$ cat src/rtl/alu_pkg.sv
// Shared types for the sequential ALU: opcode and FSM state encodings plus
// the shift-direction constants.
package alu_pkg;

    typedef enum logic [2:0] {
        OP_ADD   = 3'b000,
        OP_SUB   = 3'b001,
        OP_MUL   = 3'b010,
        OP_SHIFT = 3'b011,
        OP_OR    = 3'b100,
        OP_NOT   = 3'b101,
        OP_XOR   = 3'b110,
        OP_NAND  = 3'b111
    } op_t;

    typedef enum logic [1:0] {
        ST_IDLE = 2'd0,
        ST_BUSY = 2'd1,
        ST_DONE = 2'd2
    } state_t;

    localparam logic SHIFT_LEFT  = 1'b0;
    localparam logic SHIFT_RIGHT = 1'b1;

endpackage

$ cat src/rtl/alu_iter_mul.sv
// Iterative shift-add multiplier: one partial product per cycle, WIDTH cycles
// per product. product presents the value after the current step.
module alu_iter_mul #(
    parameter int WIDTH = 8
) (
    input  logic                 clk,
    input  logic                 rst_n,
    input  logic                 start,
    input  logic [WIDTH-1:0]     a,
    input  logic [WIDTH-1:0]     b,
    output logic                 done,
    output logic [2*WIDTH-1:0]   product
);

    localparam int CW = $clog2(WIDTH + 1);

    logic [2*WIDTH-1:0] acc_q;
    logic [WIDTH-1:0]   mcand_q;
    logic [CW-1:0]      cnt_q;
    logic [WIDTH:0]     upper_sum;

    // Accumulator holds {partial product, unconsumed multiplier bits}; each
    // step conditionally adds the multiplicand to the top half and shifts right.
    always_comb begin
        upper_sum = {1'b0, acc_q[2*WIDTH-1:WIDTH]} + (acc_q[0] ? {1'b0, mcand_q} : '0);
        product   = {upper_sum, acc_q[WIDTH-1:1]};
        done      = (cnt_q == CW'(1));
    end

    always_ff @(posedge clk) begin
        if (!rst_n) begin
            acc_q   <= '0;
            mcand_q <= '0;
            cnt_q   <= '0;
        end else if (start) begin
            acc_q   <= {{WIDTH{1'b0}}, b};
            mcand_q <= a;
            cnt_q   <= CW'(WIDTH);
        end else if (cnt_q != '0) begin
            acc_q <= product;
            cnt_q <= cnt_q - CW'(1);
        end
    end

endmodule

$ cat src/rtl/alu_seq.sv
// Handshaked sequential ALU: single-cycle logic/arithmetic ops, iterative
// multiplier and one-bit-per-cycle shifter behind an IDLE/BUSY/DONE FSM.
module alu_seq
    import alu_pkg::*;
#(
    parameter int WIDTH = 8
) (
    input  logic             clk,
    input  logic             rst_n,
    input  logic             in_valid,
    output logic             in_ready,
    input  logic [2:0]       op,
    input  logic             shift_dir,
    input  logic [WIDTH-1:0] a,
    input  logic [WIDTH-1:0] b,
    output logic             out_valid,
    input  logic             out_ready,
    output logic [WIDTH-1:0] result,
    output logic [WIDTH-1:0] result_hi,
    output logic             cout,
    output logic             zero
);

    localparam int SHW = $clog2(WIDTH);

    state_t             state_q;
    op_t                op_q;
    logic               dir_q;
    logic [SHW-1:0]     cnt_q;
    logic [WIDTH-1:0]   result_q;
    logic [WIDTH-1:0]   result_hi_q;
    logic               cout_q;
    logic               zero_q;

    op_t                op_in;
    logic [SHW-1:0]     amt;
    logic               mul_start;
    logic               mul_done;
    logic [2*WIDTH-1:0] mul_product;
    logic [WIDTH:0]     sum_d;
    logic [WIDTH-1:0]   alu_res_d;
    logic               alu_cout_d;
    logic [WIDTH-1:0]   shift_d;

    assign op_in     = op_t'(op);
    assign amt       = b[SHW-1:0];
    assign mul_start = (state_q == ST_IDLE) && in_valid && (op_in == OP_MUL);

    alu_iter_mul #(.WIDTH(WIDTH)) u_mul (
        .clk     (clk),
        .rst_n   (rst_n),
        .start   (mul_start),
        .a       (a),
        .b       (b),
        .done    (mul_done),
        .product (mul_product)
    );

    always_comb begin
        sum_d      = '0;
        alu_res_d  = a;
        alu_cout_d = 1'b0;
        case (op_in)
            OP_ADD: begin
                sum_d      = {1'b0, a} + {1'b0, b};
                alu_res_d  = sum_d[WIDTH-1:0];
                alu_cout_d = sum_d[WIDTH];
            end
            OP_SUB: begin
                // Carry out of a + ~b + 1 is the "no borrow" flag.
                sum_d      = {1'b0, a} + {1'b0, ~b} + (WIDTH+1)'(1);
                alu_res_d  = sum_d[WIDTH-1:0];
                alu_cout_d = sum_d[WIDTH];
            end
            OP_OR:   alu_res_d = a | b;
            OP_NOT:  alu_res_d = ~a;
            OP_XOR:  alu_res_d = a ^ b;
            OP_NAND: alu_res_d = ~(a & b);
            default: alu_res_d = a;
        endcase
    end

    assign shift_d = (dir_q == SHIFT_RIGHT) ? (result_q >> 1) : (result_q << 1);

    always_ff @(posedge clk) begin
        if (!rst_n) begin
            state_q     <= ST_IDLE;
            op_q        <= OP_ADD;
            dir_q       <= SHIFT_LEFT;
            cnt_q       <= '0;
            result_q    <= '0;
            result_hi_q <= '0;
            cout_q      <= 1'b0;
            zero_q      <= 1'b0;
        end else begin
            case (state_q)
                ST_IDLE: begin
                    if (in_valid) begin
                        op_q        <= op_in;
                        dir_q       <= shift_dir;
                        result_hi_q <= '0;
                        if (op_in == OP_MUL) begin
                            cout_q  <= 1'b0;
                            zero_q  <= 1'b0;
                            state_q <= ST_BUSY;
                        end else if (op_in == OP_SHIFT && amt != '0) begin
                            // result_q doubles as the shifter's working register.
                            result_q <= a;
                            cnt_q    <= amt;
                            cout_q   <= 1'b0;
                            zero_q   <= 1'b0;
                            state_q  <= ST_BUSY;
                        end else begin
                            result_q <= alu_res_d;
                            cout_q   <= alu_cout_d;
                            zero_q   <= (alu_res_d == '0);
                            state_q  <= ST_DONE;
                        end
                    end
                end
                ST_BUSY: begin
                    if (op_q == OP_MUL) begin
                        if (mul_done) begin
                            result_q    <= mul_product[WIDTH-1:0];
                            result_hi_q <= mul_product[2*WIDTH-1:WIDTH];
                            cout_q      <= (mul_product[2*WIDTH-1:WIDTH] != '0);
                            zero_q      <= (mul_product[WIDTH-1:0] == '0);
                            state_q     <= ST_DONE;
                        end
                    end else begin
                        result_q <= shift_d;
                        cnt_q    <= cnt_q - SHW'(1);
                        if (cnt_q == SHW'(1)) begin
                            zero_q  <= (shift_d == '0);
                            state_q <= ST_DONE;
                        end
                    end
                end
                ST_DONE: begin
                    if (out_ready) begin
                        state_q <= ST_IDLE;
                    end
                end
                default: state_q <= ST_IDLE;
            endcase
        end
    end

    assign in_ready  = (state_q == ST_IDLE);
    assign out_valid = (state_q == ST_DONE);
    assign result    = result_q;
    assign result_hi = result_hi_q;
    assign cout      = cout_q;
    assign zero      = zero_q;

endmodule

$ cat config.mk
export PLATFORM = sky130hd
export DESIGN_NAME = alu_seq
export DESIGN_NICKNAME = d
export VERILOG_FILES = /design/src/rtl/alu_pkg.sv /design/src/rtl/alu_iter_mul.sv /design/src/rtl/alu_seq.sv
export SDC_FILE = /design/constraint.sdc
export NUM_CORES = 1
export LEC_CHECK = 0
export CORE_ASPECT_RATIO = 0.6
export CORE_MARGIN = 5
export CORE_UTILIZATION = 55
export CTS_BUF_LIST = sky130_fd_sc_hd__clkbuf_4 sky130_fd_sc_hd__clkbuf_8 sky130_fd_sc_hd__clkbuf_16
export DETAILED_ROUTE_END_ITERATION = 10
export PLACE_DENSITY_LB_ADDON = 0.12
export SYNTH_ARGS = -nofsm -noshare
export SYNTH_HDL_FRONTEND = slang
export SYNTH_SLANG_ARGS = --single-unit
$ cat constraint.sdc
create_clock -name clk -period 4.6 [get_ports clk]
set_input_delay 0.92 -clock clk [delete_from_list [all_inputs] [get_ports clk]]
set_output_delay 0.92 -clock clk [all_outputs]
set_load 0.005 [all_outputs]
==> run_results.csv <==
group,metric,value,unit
worst_setup_path,cp.depth,11,
cts,clk_pin_slew,70,ps
synthesis,syn_nets,631,
worst_setup_path,crit_buf_inv,2,
timing,fin_crit_sh,0.8015,
drt,first_iter_violations,458,
floorplan,rows,25,
worst_setup_path,reg2reg_slack,1830,ps
worst_setup_path,critPathKind,"in -> reg",
synthesis,synth.avg_cell_area,7.573,µm²
worst_setup_path,worst_path_most_repeated_cell,"a221o_1",
floorplan,ios,44,
worst_setup_path,cp_data_required_time,4840,ps
worst_setup_path,cp_max_fo,5,
grt,grt_pass1_wl,20.65,mm
synthesis,ys_async_sr_fraction,0,
drt,wl_per_cell,18.29,µm
placement,placed_area,4763,µm²
drt,totalWireLength,12.79,mm
synthesis,synth.area.top_cells,"dfxtp_1 26%, ha_1 11%, nand2_1 6.2%, nor2_1 5.8%, a21oi_1 5.7%",
synthesis,ys_types,62,
drt,drt.antenna.violating_nets,0,
floorplan,die_w,124.1,µm
floorplan,die-area,9733,µm²
timing,fin_setup_tns,0,ps
worst_setup_path,cp_top_family,"compound AO/OA/AOI/OAI gates",
timing,rsz0062_at_grt,"false",
cts,cts_max_level,2,
finish,utilization,0.6351,
worst_setup_path,startpoint,"a[0]",
cts,clkSinkCount,55,
job,maxCapViolCount,0,
grt,antenna_found_initial,0,
synthesis,synth-adder-area-share,0.1218,
drt,vias_per_cell,6.280,
floorplan,coreArea,7726,µm²
floorplan,start_util,0.5558,
timing,worst_pin_slew,807.0,ps
pwr,cellPowerDensity,312.9,nW/µm²
grt,use_met3,0.06407,
worst_setup_path,endpoint_kind,"flop",
timing,period_minus_slack,3687,ps
synthesis,synth_warnings,0,
worst_setup_path,slowest_stage,"clkdlybuf4s50_1",
worst_setup_path,timing.rr.start,"u_mul.acc_q[0]$_SDFFE_PN0P_",
synthesis,netlist_instances,567,
run_status,outcome,"finished, final reports clean",
grt,gr-usage-all-layers,0.2671,
drt,drc,0,
synthesis,synth_edf_count,0,
pwr,vdd_drop_max,0.0002176,V
cts,root_buffer,"clkbuf_16",
worst_setup_path,rr_worst_depth,11,
drt,dr.pass1.iters,5,
synthesis,syn_area,4294,µm²
floorplan,fp.dieH,78.45,µm
cts,post_cts_buffers,0,
synthesis,synth_top_area_frac,0.2564,
worst_setup_path,reg2reg_to,"cout$_SDFFE_PN0P_",
cts,ctsResizeCount,0,
hold_path,hp-class,"reg -> reg",
finish,drive_gt1_frac,0.04569,
finish,area_delta_synth_final,14.28,%
worst_setup_path,slowest_delay,610,ps
grt,grt.met2_usage,0.3755,
finish,postLayoutCellArea,4907,µm²
synthesis,ys_seq_area_frac,0.2564,
timing,clock.fmax,271.2,MHz
synthesis,synthMuxAreaShare,0.05245,
drt,vias,4390,
finish,nNetsFinal,655,
synthesis,synth_simple_gate_area_share,0.2343,
placement,port_buffers,43,
grt,grt_overflow_total,0,
timing,hold_viol,0,
worst_setup_path,cp.arrival,3930,ps
cts,clock_latency,300,ps
placement,gp_congestion,1.034,
grt,top_usage_layer,"met1",
cts,cts_hold_buf,0,
finish,antennaDiodeCount,0,
pwr,p_leak,1.939,nW
synthesis,synth_compound_area_frac,0.2526,
timing,max_slew_margin,0.4584,
placement,hpwlAfterDp,9.520,mm
timing,clock_skew,7.030,ps
grt,met1_usage,0.4052,
synthesis,ys.flop_type,"dfxtp_1",
worst_setup_path,endpoint,"zero$_SDFFE_PN0P_",
grt,grt_pass1_vias,4158,
grt,grt_start_max_net_pins,41,
cts,cts_buffers,5,
timing,slew_violations,0,
worst_setup_path,start_kind,"input port",
cts,cts_tree,"built",
timing,finalSetupViolCount,0,
synthesis,synth_top_family_by_area,"compound AO/OA/AOI/OAI gates",
worst_setup_path,path_cells,"clkdlybuf4s50_1, inv_1, ha_1, fa_1, o21bai_2, a21oi_1, a221o_1, a221o_1, o22ai_1, and4_1, a32o_1",
cts,clockBufferDepth,2,
synthesis,synth_seq_cells,55,
synthesis,yosys.area.top_type,"dfxtp_1",
synthesis,synth-xor-area-share,0.01632,
==> metrics by stage <==
stage | cells | setup slack (ps) | hold slack, ps | power, mW
after global placement | 692 | 676.9 | 444.9 | 1.124
after floorplan | 567 | 1592 | 431.7 | 0.9622
after global routing | 699 | 749.3 | 473.6 | 1.622
after CTS | 699 | 970.2 | 458.7 | 1.525
final | 699 | 913.2 | 458.4 | 1.536
after detailed placement | 692 | 667.4 | 449.1 | 1.138
==> how the worst min path moves through the flow <==
| stage | startpoint | end | depth (start not counted) |
|---|---|---|---|
| 2_1_floorplan | u_mul.mcand_q[0]$_SDFFE_PN0P_ | u_mul.mcand_q[0]$_SDFFE_PN0P_ | 2 |
| 4_1_cts | u_mul.mcand_q[5]$_SDFFE_PN0P_ | u_mul.mcand_q[5]$_SDFFE_PN0P_ | 2 |
| 3_5_place_dp | u_mul.mcand_q[5]$_SDFFE_PN0P_ | u_mul.mcand_q[5]$_SDFFE_PN0P_ | 2 |
| 6_report | u_mul.acc_q[13]$_SDFFE_PP0P_ | u_mul.acc_q[13]$_SDFFE_PP0P_ | 2 |
| 3_3_place_gp | u_mul.mcand_q[3]$_SDFFE_PN0P_ | u_mul.mcand_q[3]$_SDFFE_PN0P_ | 2 |
| 5_1_grt | u_mul.acc_q[10]$_SDFFE_PP0P_ | u_mul.acc_q[10]$_SDFFE_PP0P_ | 2 |
==> area by class of cell <==
type                            instances  area, µm²
Inverter                               32      120.1
Timing Repair Buffer                   52      498.0
Multi-Input combinational cell        445       2909
Sequential cell                        55       1101
Fill cell                             725       2819
Clock buffer                            6      138.9
Clock inverter                          1      5.005
Tap cell                              108      135.1
==> cell usage after synthesis (all sizes together) (11+ instances only) <==
| cell type | number |
|---|---|
| nand2 | 71 |
| nor2 | 66 |
| dfxtp | 55 |
| a21oi | 49 |
| ha | 37 |
| inv | 32 |
| clkbuf | 21 |
| o21ai | 21 |
| mux2i | 18 |
| nor3 | 16 |
| buf | 14 |
| nand3 | 13 |
| a211oi | 12 |
| o211ai | 12 |
| a311oi | 11 |
| a31oi | 11 |
==> cell usage in the layout, fill, tap and decap left out, types with 4 or more instances in the layout <==
master / n
o221ai_1: 4
mux2i_1: 18
o21ai_0: 20
a211oi_1: 12
clkbuf_16: 5
dfxtp_1: 55
buf_4: 9
nand2b_1: 9
ha_1: 37
and2_1: 9
a21o_1: 5
nor2b_1: 8
xnor2_1: 5
a311oi_1: 10
nor4_1: 8
a21oi_1: 49
nor3_1: 15
o211ai_1: 12
clkdlybuf4s50_1: 43
a22oi_1: 9
a31oi_1: 11
nand3_1: 13
nor2_1: 66
or3_1: 4
inv_1: 32
nand2_1: 71
==> state kept, by name, summed over array words and instances, names as in the netlist <==
signal / flops
u_mul.cnt_q: 4
u_mul.acc_q: 16
result_hi: 8
u_mul.mcand_q: 8
result: 8
cout: 1
op_q: 3
state_q: 2
dir_q: 1
zero: 1
cnt_q: 3
==> routing by layer <==
layer,vias up,share of wire
met5,-,0
met4,0,0.014
met3,25,0.089
met2,225,0.40
met1,2059,0.50
li1,2081,-
==> report_power, final <==
part	leakage (nW)	internal, mW	switching, mW	total, mW
registers	0.448	0.527	0.0507	0.578
clock network	0.0727	0.213	0.175	0.389
logic	1.42	0.210	0.360	0.569
total	1.94	0.950	0.585	1.54
==> worst register-to-register path, delay by kind of cell (launching register included) <==
kind	cells	cell delay [ps]
AO/OA/AOI/OAI	4	800
adder cells (fa/ha/maj)	2	590
buffers and inverters	1	60
flip-flops	1	520
AND/OR/NAND/NOR	4	660
==> cells by family after synthesis <==
| kind of cell | Yosys count |
|---|---|
| buf+inv | 67 |
| mux | 20 |
| compound gates | 161 |
| flops | 55 |
| xor+xnor | 8 |
| simple gates | 216 |
| fa+ha+maj | 40 |
No activity file was read; power rests on OpenSTA's default activity.
